$ cat src/rtl/rv_pipe_pkg.sv
// Shared pipeline constants and encodings for the fetch stage and IF/ID register.
package rv_pipe_pkg;

    localparam int          XLEN      = 32;
    localparam logic [31:0] NOP_INSTR = 32'h0000_0013;  // addi x0,x0,0
    localparam int          PC_INC    = 4;

    // Fetch sequencer: RUN issues fetches normally, DRAIN waits out a
    // request that was in flight when a redirect arrived.
    typedef enum logic {
        RUN   = 1'b0,
        DRAIN = 1'b1
    } fetch_state_t;

    // Per-cycle action applied to the IF/ID register.
    typedef enum logic [1:0] {
        IFID_HOLD   = 2'd0,
        IFID_LOAD   = 2'd1,
        IFID_BUBBLE = 2'd2
    } ifid_ctl_t;

    // Sequential successor of a PC, wrapping modulo 2^XLEN.
    function automatic logic [XLEN-1:0] pc_advance(input logic [XLEN-1:0] pc);
        return pc + XLEN'(PC_INC);
    endfunction

endpackage

$ cat src/rtl/if_id_stage_if.sv
// Instruction-memory fetch bus: request/address out, ready/data back.
interface if_id_stage_if
    import rv_pipe_pkg::*;
();

    logic            imem_req;
    logic [XLEN-1:0] imem_addr;
    logic            imem_ready;
    logic [31:0]     imem_rdata;

    modport master (
        output imem_req,
        output imem_addr,
        input  imem_ready,
        input  imem_rdata
    );

    modport slave (
        input  imem_req,
        input  imem_addr,
        output imem_ready,
        output imem_rdata
    );

endinterface

$ cat src/rtl/if_id_reg.sv
// IF/ID pipeline register: load a fetched instruction, insert a bubble, or hold.
// A bubble clears valid and the instruction but keeps the PC fields as they were.
module if_id_reg
    import rv_pipe_pkg::*;
(
    input  logic            clk,
    input  logic            reset,
    input  ifid_ctl_t       ctl,
    input  logic [XLEN-1:0] load_pc,
    input  logic [31:0]     load_instr,
    output logic            id_valid,
    output logic [XLEN-1:0] id_pc,
    output logic [XLEN-1:0] id_pc_plus4,
    output logic [31:0]     id_instr
);

    logic            id_valid_reg;
    logic [XLEN-1:0] id_pc_reg;
    logic [XLEN-1:0] id_pc_plus4_reg;
    logic [31:0]     id_instr_reg;

    // Register update: load takes the new entry, bubble squashes, hold keeps.
    always_ff @(posedge clk or posedge reset) begin
        if (reset) begin
            id_valid_reg    <= 1'b0;
            id_pc_reg       <= '0;
            id_pc_plus4_reg <= '0;
            id_instr_reg    <= NOP_INSTR;
        end else begin
            case (ctl)
                IFID_LOAD: begin
                    id_valid_reg    <= 1'b1;
                    id_pc_reg       <= load_pc;
                    id_pc_plus4_reg <= pc_advance(load_pc);
                    id_instr_reg    <= load_instr;
                end
                IFID_BUBBLE: begin
                    id_valid_reg <= 1'b0;
                    id_instr_reg <= NOP_INSTR;
                end
                default: begin
                end
            endcase
        end
    end

    assign id_valid    = id_valid_reg;
    assign id_pc       = id_pc_reg;
    assign id_pc_plus4 = id_pc_plus4_reg;
    assign id_instr    = id_instr_reg;

endmodule

$ cat src/rtl/if_id_stage.sv
// Instruction-fetch stage: drives the PC register, talks to instruction memory
// and feeds the IF/ID register. A one-entry hold buffer keeps a fetch that
// completes while decode is stalled; DRAIN swallows a fetch that was still in
// flight when EX redirected the PC.
// Optional build macro FETCH_PERF_EN adds perf_fetch_cnt / perf_bubble_cnt.
module if_id_stage
    import rv_pipe_pkg::*;
(
    input  logic            clk,
    input  logic            reset,
    input  logic [XLEN-1:0] pc_in,
    output logic            pc_write,
    output logic [XLEN-1:0] next_pc,
    if_id_stage_if.master   imem,
    input  logic            stall_i,
    input  logic            flush_i,
    input  logic [XLEN-1:0] branch_target_i,
    output logic            id_valid,
    output logic [XLEN-1:0] id_pc,
    output logic [XLEN-1:0] id_pc_plus4,
    output logic [31:0]     id_instr
`ifdef FETCH_PERF_EN
    ,
    output logic [31:0]     perf_fetch_cnt,
    output logic [31:0]     perf_bubble_cnt
`endif
);

    fetch_state_t    state_reg, state_next;
    logic            hold_valid_reg, hold_valid_next;
    logic [XLEN-1:0] hold_pc_reg, hold_pc_next;
    logic [31:0]     hold_instr_reg, hold_instr_next;
    logic [XLEN-1:0] drain_addr_reg, drain_addr_next;

    logic            req;
    logic [XLEN-1:0] addr;
    logic            complete;
    logic            pc_we;
    logic [XLEN-1:0] pc_mux;
    ifid_ctl_t       ctl;
    logic [XLEN-1:0] load_pc;
    logic [31:0]     load_instr;

    // Sequencer, hold buffer and drain address state.
    always_ff @(posedge clk or posedge reset) begin
        if (reset) begin
            state_reg      <= RUN;
            hold_valid_reg <= 1'b0;
            hold_pc_reg    <= '0;
            hold_instr_reg <= NOP_INSTR;
            drain_addr_reg <= '0;
        end else begin
            state_reg      <= state_next;
            hold_valid_reg <= hold_valid_next;
            hold_pc_reg    <= hold_pc_next;
            hold_instr_reg <= hold_instr_next;
            drain_addr_reg <= drain_addr_next;
        end
    end

    // Fetch request, next-PC mux, IF/ID control and next-state decisions.
    always_comb begin
        state_next      = state_reg;
        hold_valid_next = hold_valid_reg;
        hold_pc_next    = hold_pc_reg;
        hold_instr_next = hold_instr_reg;
        drain_addr_next = drain_addr_reg;
        pc_we           = 1'b0;
        pc_mux          = pc_in;
        ctl             = IFID_HOLD;
        load_pc         = pc_in;
        load_instr      = imem.imem_rdata;

        // A full hold buffer blocks new fetches until it has been consumed.
        if (state_reg == DRAIN) begin
            req  = 1'b1;
            addr = drain_addr_reg;
        end else begin
            req  = !hold_valid_reg;
            addr = pc_in;
        end
        if (reset) begin
            req = 1'b0;
        end
        complete = req & imem.imem_ready;

        if (flush_i) begin
            // Redirect beats stall and any completion: everything in IF is stale.
            ctl             = IFID_BUBBLE;
            hold_valid_next = 1'b0;
            pc_we           = 1'b1;
            pc_mux          = branch_target_i;
            if (state_reg == DRAIN) begin
                if (complete) begin
                    state_next = RUN;
                end
            end else if (req && !imem.imem_ready) begin
                // The memory keeps this address until it answers; remember it.
                drain_addr_next = pc_in;
                state_next      = DRAIN;
            end
        end else if (state_reg == DRAIN) begin
            if (complete) begin
                state_next = RUN;
            end
            ctl = stall_i ? IFID_HOLD : IFID_BUBBLE;
        end else begin
            if (complete) begin
                pc_we  = 1'b1;
                pc_mux = pc_advance(pc_in);
            end
            if (stall_i) begin
                if (complete) begin
                    hold_valid_next = 1'b1;
                    hold_pc_next    = pc_in;
                    hold_instr_next = imem.imem_rdata;
                end
            end else if (hold_valid_reg) begin
                ctl             = IFID_LOAD;
                load_pc         = hold_pc_reg;
                load_instr      = hold_instr_reg;
                hold_valid_next = 1'b0;
            end else if (complete) begin
                ctl = IFID_LOAD;
            end else begin
                ctl = IFID_BUBBLE;
            end
        end

        if (reset) begin
            pc_we = 1'b0;
        end
    end

    assign imem.imem_req  = req;
    assign imem.imem_addr = addr;
    assign pc_write       = pc_we;
    assign next_pc        = pc_mux;

    if_id_reg u_if_id_reg (
        .clk         (clk),
        .reset       (reset),
        .ctl         (ctl),
        .load_pc     (load_pc),
        .load_instr  (load_instr),
        .id_valid    (id_valid),
        .id_pc       (id_pc),
        .id_pc_plus4 (id_pc_plus4),
        .id_instr    (id_instr)
    );

`ifdef FETCH_PERF_EN
    logic [31:0] perf_fetch_cnt_reg;
    logic [31:0] perf_bubble_cnt_reg;

    // Count valid IF/ID loads and bubble writes; both wrap naturally.
    always_ff @(posedge clk or posedge reset) begin
        if (reset) begin
            perf_fetch_cnt_reg  <= '0;
            perf_bubble_cnt_reg <= '0;
        end else begin
            if (ctl == IFID_LOAD) begin
                perf_fetch_cnt_reg <= perf_fetch_cnt_reg + 32'd1;
            end
            if (ctl == IFID_BUBBLE) begin
                perf_bubble_cnt_reg <= perf_bubble_cnt_reg + 32'd1;
            end
        end
    end

    assign perf_fetch_cnt  = perf_fetch_cnt_reg;
    assign perf_bubble_cnt = perf_bubble_cnt_reg;
`endif

endmodule
$ cat src/flat_wrapper.sv
// flat-port wrapper written by rule: the top's interface ports become plain ports
module if_id_stage_flat import rv_pipe_pkg::*;
  (clk, reset, pc_in, pc_write, next_pc, stall_i, flush_i, branch_target_i, id_valid, id_pc, id_pc_plus4, id_instr, imem_imem_req, imem_imem_addr, imem_imem_ready, imem_imem_rdata);
  if_id_stage_if imem_i ();
  input  logic clk;
  input  logic reset;
  input  logic [XLEN-1:0] pc_in;
  output logic pc_write;
  output logic [XLEN-1:0] next_pc;
  input  logic stall_i;
  input  logic flush_i;
  input  logic [XLEN-1:0] branch_target_i;
  output logic id_valid;
  output logic [XLEN-1:0] id_pc;
  output logic [XLEN-1:0] id_pc_plus4;
  output logic [31:0] id_instr;
  output wire logic [$bits(imem_i.imem_req)-1:0] imem_imem_req;
  output wire logic [$bits(imem_i.imem_addr)-1:0] imem_imem_addr;
  input wire logic [$bits(imem_i.imem_ready)-1:0] imem_imem_ready;
  input wire logic [$bits(imem_i.imem_rdata)-1:0] imem_imem_rdata;
  assign imem_imem_req = imem_i.imem_req;
  assign imem_imem_addr = imem_i.imem_addr;
  assign imem_i.imem_ready = imem_imem_ready;
  assign imem_i.imem_rdata = imem_imem_rdata;
  if_id_stage u_core (.clk(clk), .reset(reset), .pc_in(pc_in), .pc_write(pc_write), .next_pc(next_pc), .imem(imem_i), .stall_i(stall_i), .flush_i(flush_i), .branch_target_i(branch_target_i), .id_valid(id_valid), .id_pc(id_pc), .id_pc_plus4(id_pc_plus4), .id_instr(id_instr));
endmodule
$ cat config.mk
export PLATFORM = sky130hd
export DESIGN_NAME = if_id_stage_flat
export DESIGN_NICKNAME = d
export VERILOG_FILES = /design/src/rtl/rv_pipe_pkg.sv /design/src/rtl/if_id_stage_if.sv /design/src/rtl/if_id_reg.sv /design/src/rtl/if_id_stage.sv /design/src/flat_wrapper.sv
export SDC_FILE = /design/constraint.sdc
export NUM_CORES = 1
export LEC_CHECK = 0
export ABC_CLOCK_PERIOD_IN_PS = 6150
export CORE_UTILIZATION = 45
export DETAILED_ROUTE_END_ITERATION = 6
export PLACE_DENSITY = 0.77
export REMOVE_ABC_BUFFERS = 1
export SETUP_SLACK_MARGIN = 0.15
export SLEW_MARGIN = 20
export SYNTH_ARGS = -nofsm -noshare
export SYNTH_HDL_FRONTEND = slang
export SYNTH_SLANG_ARGS = --single-unit
$ cat constraint.sdc
create_clock -name clk -period 6.15 [get_ports clk]
set_clock_uncertainty 0.15 [all_clocks]
set_input_delay 1.23 -clock clk [delete_from_list [all_inputs] [get_ports clk]]
set_output_delay 1.23 -clock clk [all_outputs]
set_load 0.03 [all_outputs]
# --- Word level (Yosys, flattened, before mapping) ---
# Index checks and enable logic that the tools add are counted.
word_totals:
  output_inout_bits: 163
  ff_bits: 195
  elab_cells: 60
op_classes:
  n_mux: 35
  bitwise_logic: 3
  add_sub_neg: 2
  eq_ne: 4
  reduce_logical: 7
op_table:
  columns: ["cell", "count"]
  rows:
  - ["32-bit 2-to-1 mux", 12]
  - ["32-bit by 3-bit adder with 32-bit output (second input constant)", 2]
  - ["32-bit one-hot mux with 2 select lines", 1]
  - ["1-bit 2-to-1 mux", 15]
  - ["2-bit 2-to-1 mux", 6]
  - ["4-bit AND reduction", 1]
  - ["3-bit by 1-bit != test with 1-bit output (second input constant)", 1]
  - ["3-bit AND reduction", 1]
  - ["2-bit by 1-bit equality test with 1-bit output (second input constant)", 1]
  - ["2-bit equality test (second input constant)", 1]
  - ["1-bit logical NOT", 2]
  - ["2-bit != test (second input constant)", 1]
  - ["1-bit inverter", 2]
  - ["1-bit one-hot mux with 2 select lines", 1]
  - ["2-bit AND reduction", 1]
  - ["2-bit nonzero test", 1]
  - ["1-bit bitwise AND", 1]
  - ["1-bit logical AND", 1]

# --- Depth between registers and ports, before layout ---
logic_depth:
  ltp_word: 11
  mapped_depth: 15

# --- Cells and area by module ---
# A second synthesis with hierarchy kept.
unflattened:
  cells_unflattened: 1011
  area_unflattened_um2: 10398.7
by_module_without_submodules:
  columns: ["mod", "cells_per_inst", "seq_area_each_um2", "n_inst", "area_per_inst_um2"]
  rows:
  - ["if_id_stage", 574, 2456.1, 1, 5984.5]
  - ["if_id_reg", 437, 2381.0, 1, 4414.2]

# --- Worst setup path after synthesis ---
# Ideal clock, no wire load.
synth_path:
  path_type: "input-to-reg"
  startpoint: "input port reset"
  endpoint: "register u_core.u_if_id_reg.id_pc_reg[22], in the netlist u_core.u_if_id_reg.id_pc[22]"
  arrival_time_ns: 7.188
  path_buffers: 3
  required_time_ns: 5.918
  cell_stages: 9
  slack_ns: -1.270
  path_cell_list: "inv_1 a21oi_1 nor4_1 ha_1 clkbuf_1 clkbuf_1 clkbuf_1 nor2_1 a31oi_1"
synth_between:
  elab_chain_cells: 8
synth_lines:
  columns: ["element", "line_no", "rtl"]
  rows:
  - ["start, declared", "flat_wrapper.sv:6", "input logic reset;"]
  - ["1-bit 2-to-1 mux", "if_id_stage.sv:82", "if (reset) begin"]
  - ["1-bit bitwise AND", "if_id_stage.sv:85", "complete = req & imem.imem_ready;"]
  - ["2-bit 2-to-1 mux", "if_id_stage.sv:123", "end else if (complete) begin"]
  - ["2-bit 2-to-1 mux", "if_id_stage.sv:118", "end else if (hold_valid_reg) begin"]
  - ["2-bit 2-to-1 mux", "if_id_stage.sv:112", "if (stall_i) begin"]
  - ["2-bit 2-to-1 mux", "if_id_stage.sv:102", "end else if (state_reg == DRAIN) begin"]
  - ["2-bit 2-to-1 mux", "if_id_stage.sv:87", "if (flush_i) begin"]
  - ["2-bit by 1-bit equality test with 1-bit output", "if_id_reg.sv:30", "case (ctl)"]
  - ["end signal, assigned", "if_id_reg.sv:33", "id_pc_reg <= load_pc;"]
  - ["end, declared", "if_id_reg.sv:18", "logic [XLEN-1:0] id_pc_reg;"]
# Every way passes these cells.
# A chain may end at the register's enable or synchronous reset.

# --- Worst setup path after layout ---
layout_path:
  startpoint: "input port pc_in[19]"
  endpoint: "output port next_pc[25]"
layout_between:
  elab_chain_cells: 4
layout_lines:
  columns: ["element", "line_no", "rtl"]
  rows:
  - ["start, declared", "flat_wrapper.sv:7", "input logic [XLEN-1:0] pc_in;"]
  - ["32-bit by 3-bit adder with 32-bit output", "rv_pipe_pkg.sv:24", "return pc + XLEN'(PC_INC);"]
  - ["32-bit 2-to-1 mux", "if_id_stage.sv:108", "if (complete) begin"]
  - ["32-bit 2-to-1 mux", "if_id_stage.sv:102", null]
  - ["32-bit 2-to-1 mux", "if_id_stage.sv:87", null]
  - ["end, declared", "flat_wrapper.sv:9", "output logic [XLEN-1:0] next_pc;"]
# Every way passes these cells.

==> results.json <==
{
  "nNetsFinal": 1339,
  "cp.required_ns": 4.77,
  "drt_first_pass_iters": 7,
  "start_util": 0.4572,
  "yosysSeqAreaShare": 0.4688,
  "cts_max_level": 4,
  "finalSetupViolations": 0,
  "startpoint": "pc_in[19]",
  "place_area_mm2": 0.01310,
  "antenna_found_initial": 0,
  "ys_types": 63,
  "reg2regPathDepth": 8,
  "yosys_most_used_dff": "dfrtp_1",
  "maxUsedRoutingLayer": "met4",
  "cts_sinks": 193,
  "status": "finished with violations",
  "violations": "design-rule violations",
  "grt_max_degree": 74,
  "root_buffer": "clkbuf_16",
  "pwr_density_cell_mw_per_mm2": 324.3,
  "pin_count": 264,
  "worst_slew_pin_slew_ns": 1.090,
  "drc": 1,
  "syn_inst": 1019,
  "fin_util": 0.6063,
  "die_y_um": 153.4,
  "clk_path_buf_depth": 2,
  "io_buffers": 263,
  "wl_met3_mm": 2.280,
  "hold_buffers": 0,
  "hold_path_class": "flip-flop to flip-flop",
  "reg2reg_slack_ns": 2.32,
  "ys_seq_elements": 193,
  "dr.first_iter.drc_count": 550,
  "cp_max_fo": 9,
  "grt_pass1_wl_mm": 49.47,
  "vias": 8733,
  "place_hpwl_mm": 21.39,
  "fin_crit_ns": 5.396,
  "drive_gt1_frac": 0.1877,
  "grt.overflow.total": 0,
  "cts_resized": 0,
  "die_w_um": 153.4,
  "path_class": "input pin to output port",
  "wl_met2_mm": 14.10,
  "yosysTopAreaCell": "dfrtp_1",
  "drtAntennaViolNets": 0,
  "rows": 55,
  "fmaxAchievable_mhz": 185.3,
  "syn_to_final_growth_pct": 32.63,
  "grt_pass1_vias": 8766,
  "hp-start": "u_core.u_if_id_reg.id_instr[1]$_DFFE_PP1P_",
  "min_to": "u_core.u_if_id_reg.id_instr[1]$_DFFE_PP1P_",
  "fin_cells": 1533,
  "synth-edff-count": 0,
  "avgSynthCellArea_um2": 10.13,
  "cts_made_buffers": 17,
  "start_kind": "input pin",
  "power.leakage_uw": 0.005489,
  "ys_warn_count": 0,
  "synth_area_mm2": 0.01032,
  "final.setup.worst_slack_ns": 0.7535,
  "rsz0062_at_grt": "no",
  "synth_top_area_frac": 0.4535,
  "place.gp.congestion": 0.8877,
  "dp_slack_ns": 0.7921,
  "r2r_end": "u_core.u_if_id_reg.id_pc_plus4[8]$_DFFE_PP0N_",
  "maxCapViolCount": 0,
  "avgViaCountPerCell": 5.697,
  "synth-async-reset-ratio": 1.000,
  "report.final.slew_viol_count": 0,
  "cts_tree": "built",
  "dieArea_mm2": 0.02354,
  "fin_crit_sh": 0.8775,
  "core_mm2": 0.02257,
  "cts.clk_slew.worst_paths_ns": 0.08,
  "design_area_mm2": 0.01369,
  "clock_latency_ns": 0.44,
  "arrival_ns": 4.02,
  "n_fill_cell": 1917,
  "wl_met1_mm": 13.32,
  "wl_mm": 30.60,
  "grt_usage": 0.2684,
  "irDropWorstVdd_v": 0.0002045,
  "yosys-top-cells-area": "dfrtp_1, mux2_2, mux2i_1",
  "hold_viol": 0,
  "slew_headroom": 0.2737,
  "min_path_cells": 2,
  "placed_cells": 1500,
  "avgRoutedWirePerCell_um": 19.96,
  "end_kind": "output port",
  "postCtsSetupBuffers": 0
}
cell usage in the layout, fill, tap and decap left out, types with 9 or more instances in the layout:
cell and n:
nor4_1 21, clkbuf_16 17, mux2_2 138, o21ai_0 73, xnor2_1 29, dfrtp_1 186
or3_1 11, o31ai_1 9, inv_1 17, nand2_1 130, xor2_1 9, nor2_1 68
nand3_1 21, a21oi_1 22, buf_4 33, mux2i_1 49, nand4_1 16, a31oi_1 18
nor3_1 21, clkdlybuf4s50_1 242, and3_1 9
cell type report:
cell class	count	area, um^2	share of cell area
Antenna cell	1	2.502	0.0001828
Clock buffer	19	452.9	0.03310
Clock inverter	13	122.6	0.008960
Inverter	19	78.83	0.005760
Multi-Input combinational cell	723	5079	0.3711
Sequential cell	193	4838	0.3535
Tap cell	285	356.6	0.02606
Timing Repair Buffer	280	2755	0.2013
metal layers:
metal | up-vias | track usage
li1 | 4068 | -
met1 | 4274 | 0.3525
met2 | 329 | 0.4173
met3 | 62 | 0.08336
met4 | 0 | 0.09762
met5 | - | 0
critical path, cell delays in order:
cell and delay, ns:
clkdlybuf4s50_1 0.66, nand3_1 0.26, or3_1 0.41, or4_1 0.68, or3_1 0.39, a31oi_1 0.19, buf_4 0.19
synth_stat cells (4+ instances only):
master,count
ha_1,4
or4_1,5
nand4_1,16
o311ai_0,4
o21a_1,4
buf_4,5
o31a_1,6
a31oi_1,18
and3_1,9
o31ai_1,9
nor2_1,68
o21ai_0,73
nor4_1,22
nand3_1,22
dfstp_2,6
mux2_2,138
or3_1,11
nor3_1,21
clkbuf_1,66
dfrtp_1,187
xnor2_1,29
a21oi_1,22
a32oi_1,5
and4_1,5
nand2_1,130
mux2i_1,50
a21o_1,6
inv_1,18
buf_2,11
xor2_1,9
worst max path at each step:
stage | slack (ns) | to | cells past startpoint
detailed placement | 0.79 | next_pc[25] | 7
global placement | 0.86 | next_pc[31] | 7
finish | 0.75 | next_pc[25] | 7
global route | 0.63 | next_pc[25] | 7
floorplan | -8.61 | u_core.u_if_id_reg.id_pc_plus4[8]$_DFFE_PP0N_ | 5
CTS | 0.79 | next_pc[25] | 7
logic make-up after synthesis:
family / after synthesis / share of synthesized area
fa+ha+maj: 4 / 0.004850
simple gates: 322 / 0.1476
xor+xnor: 38 / 0.03225
compound gates: 169 / 0.1025
mux: 190 / 0.2020
flops: 193 / 0.4688
buf+inv: 103 / 0.04208
metrics by stage:
stage          TNS (ns)  hold WS [ns]  total power, uW
4_1_cts               0        0.3161             4458
3_3_place_gp          0        0.2937             3318
3_5_place_dp          0        0.3040             3362
2_1_floorplan   -787.09        0.3250             2674
5_1_grt               0        0.3353             4647
6_report              0        0.3137             4438
power by group:
group | internal [uW] | switching, uW | total, uW
sequential | 1590 | 227 | 1820
clock | 556 | 537 | 1090
combinational | 698 | 827 | 1520
Note: power is estimated with default switching activity, not from simulation.
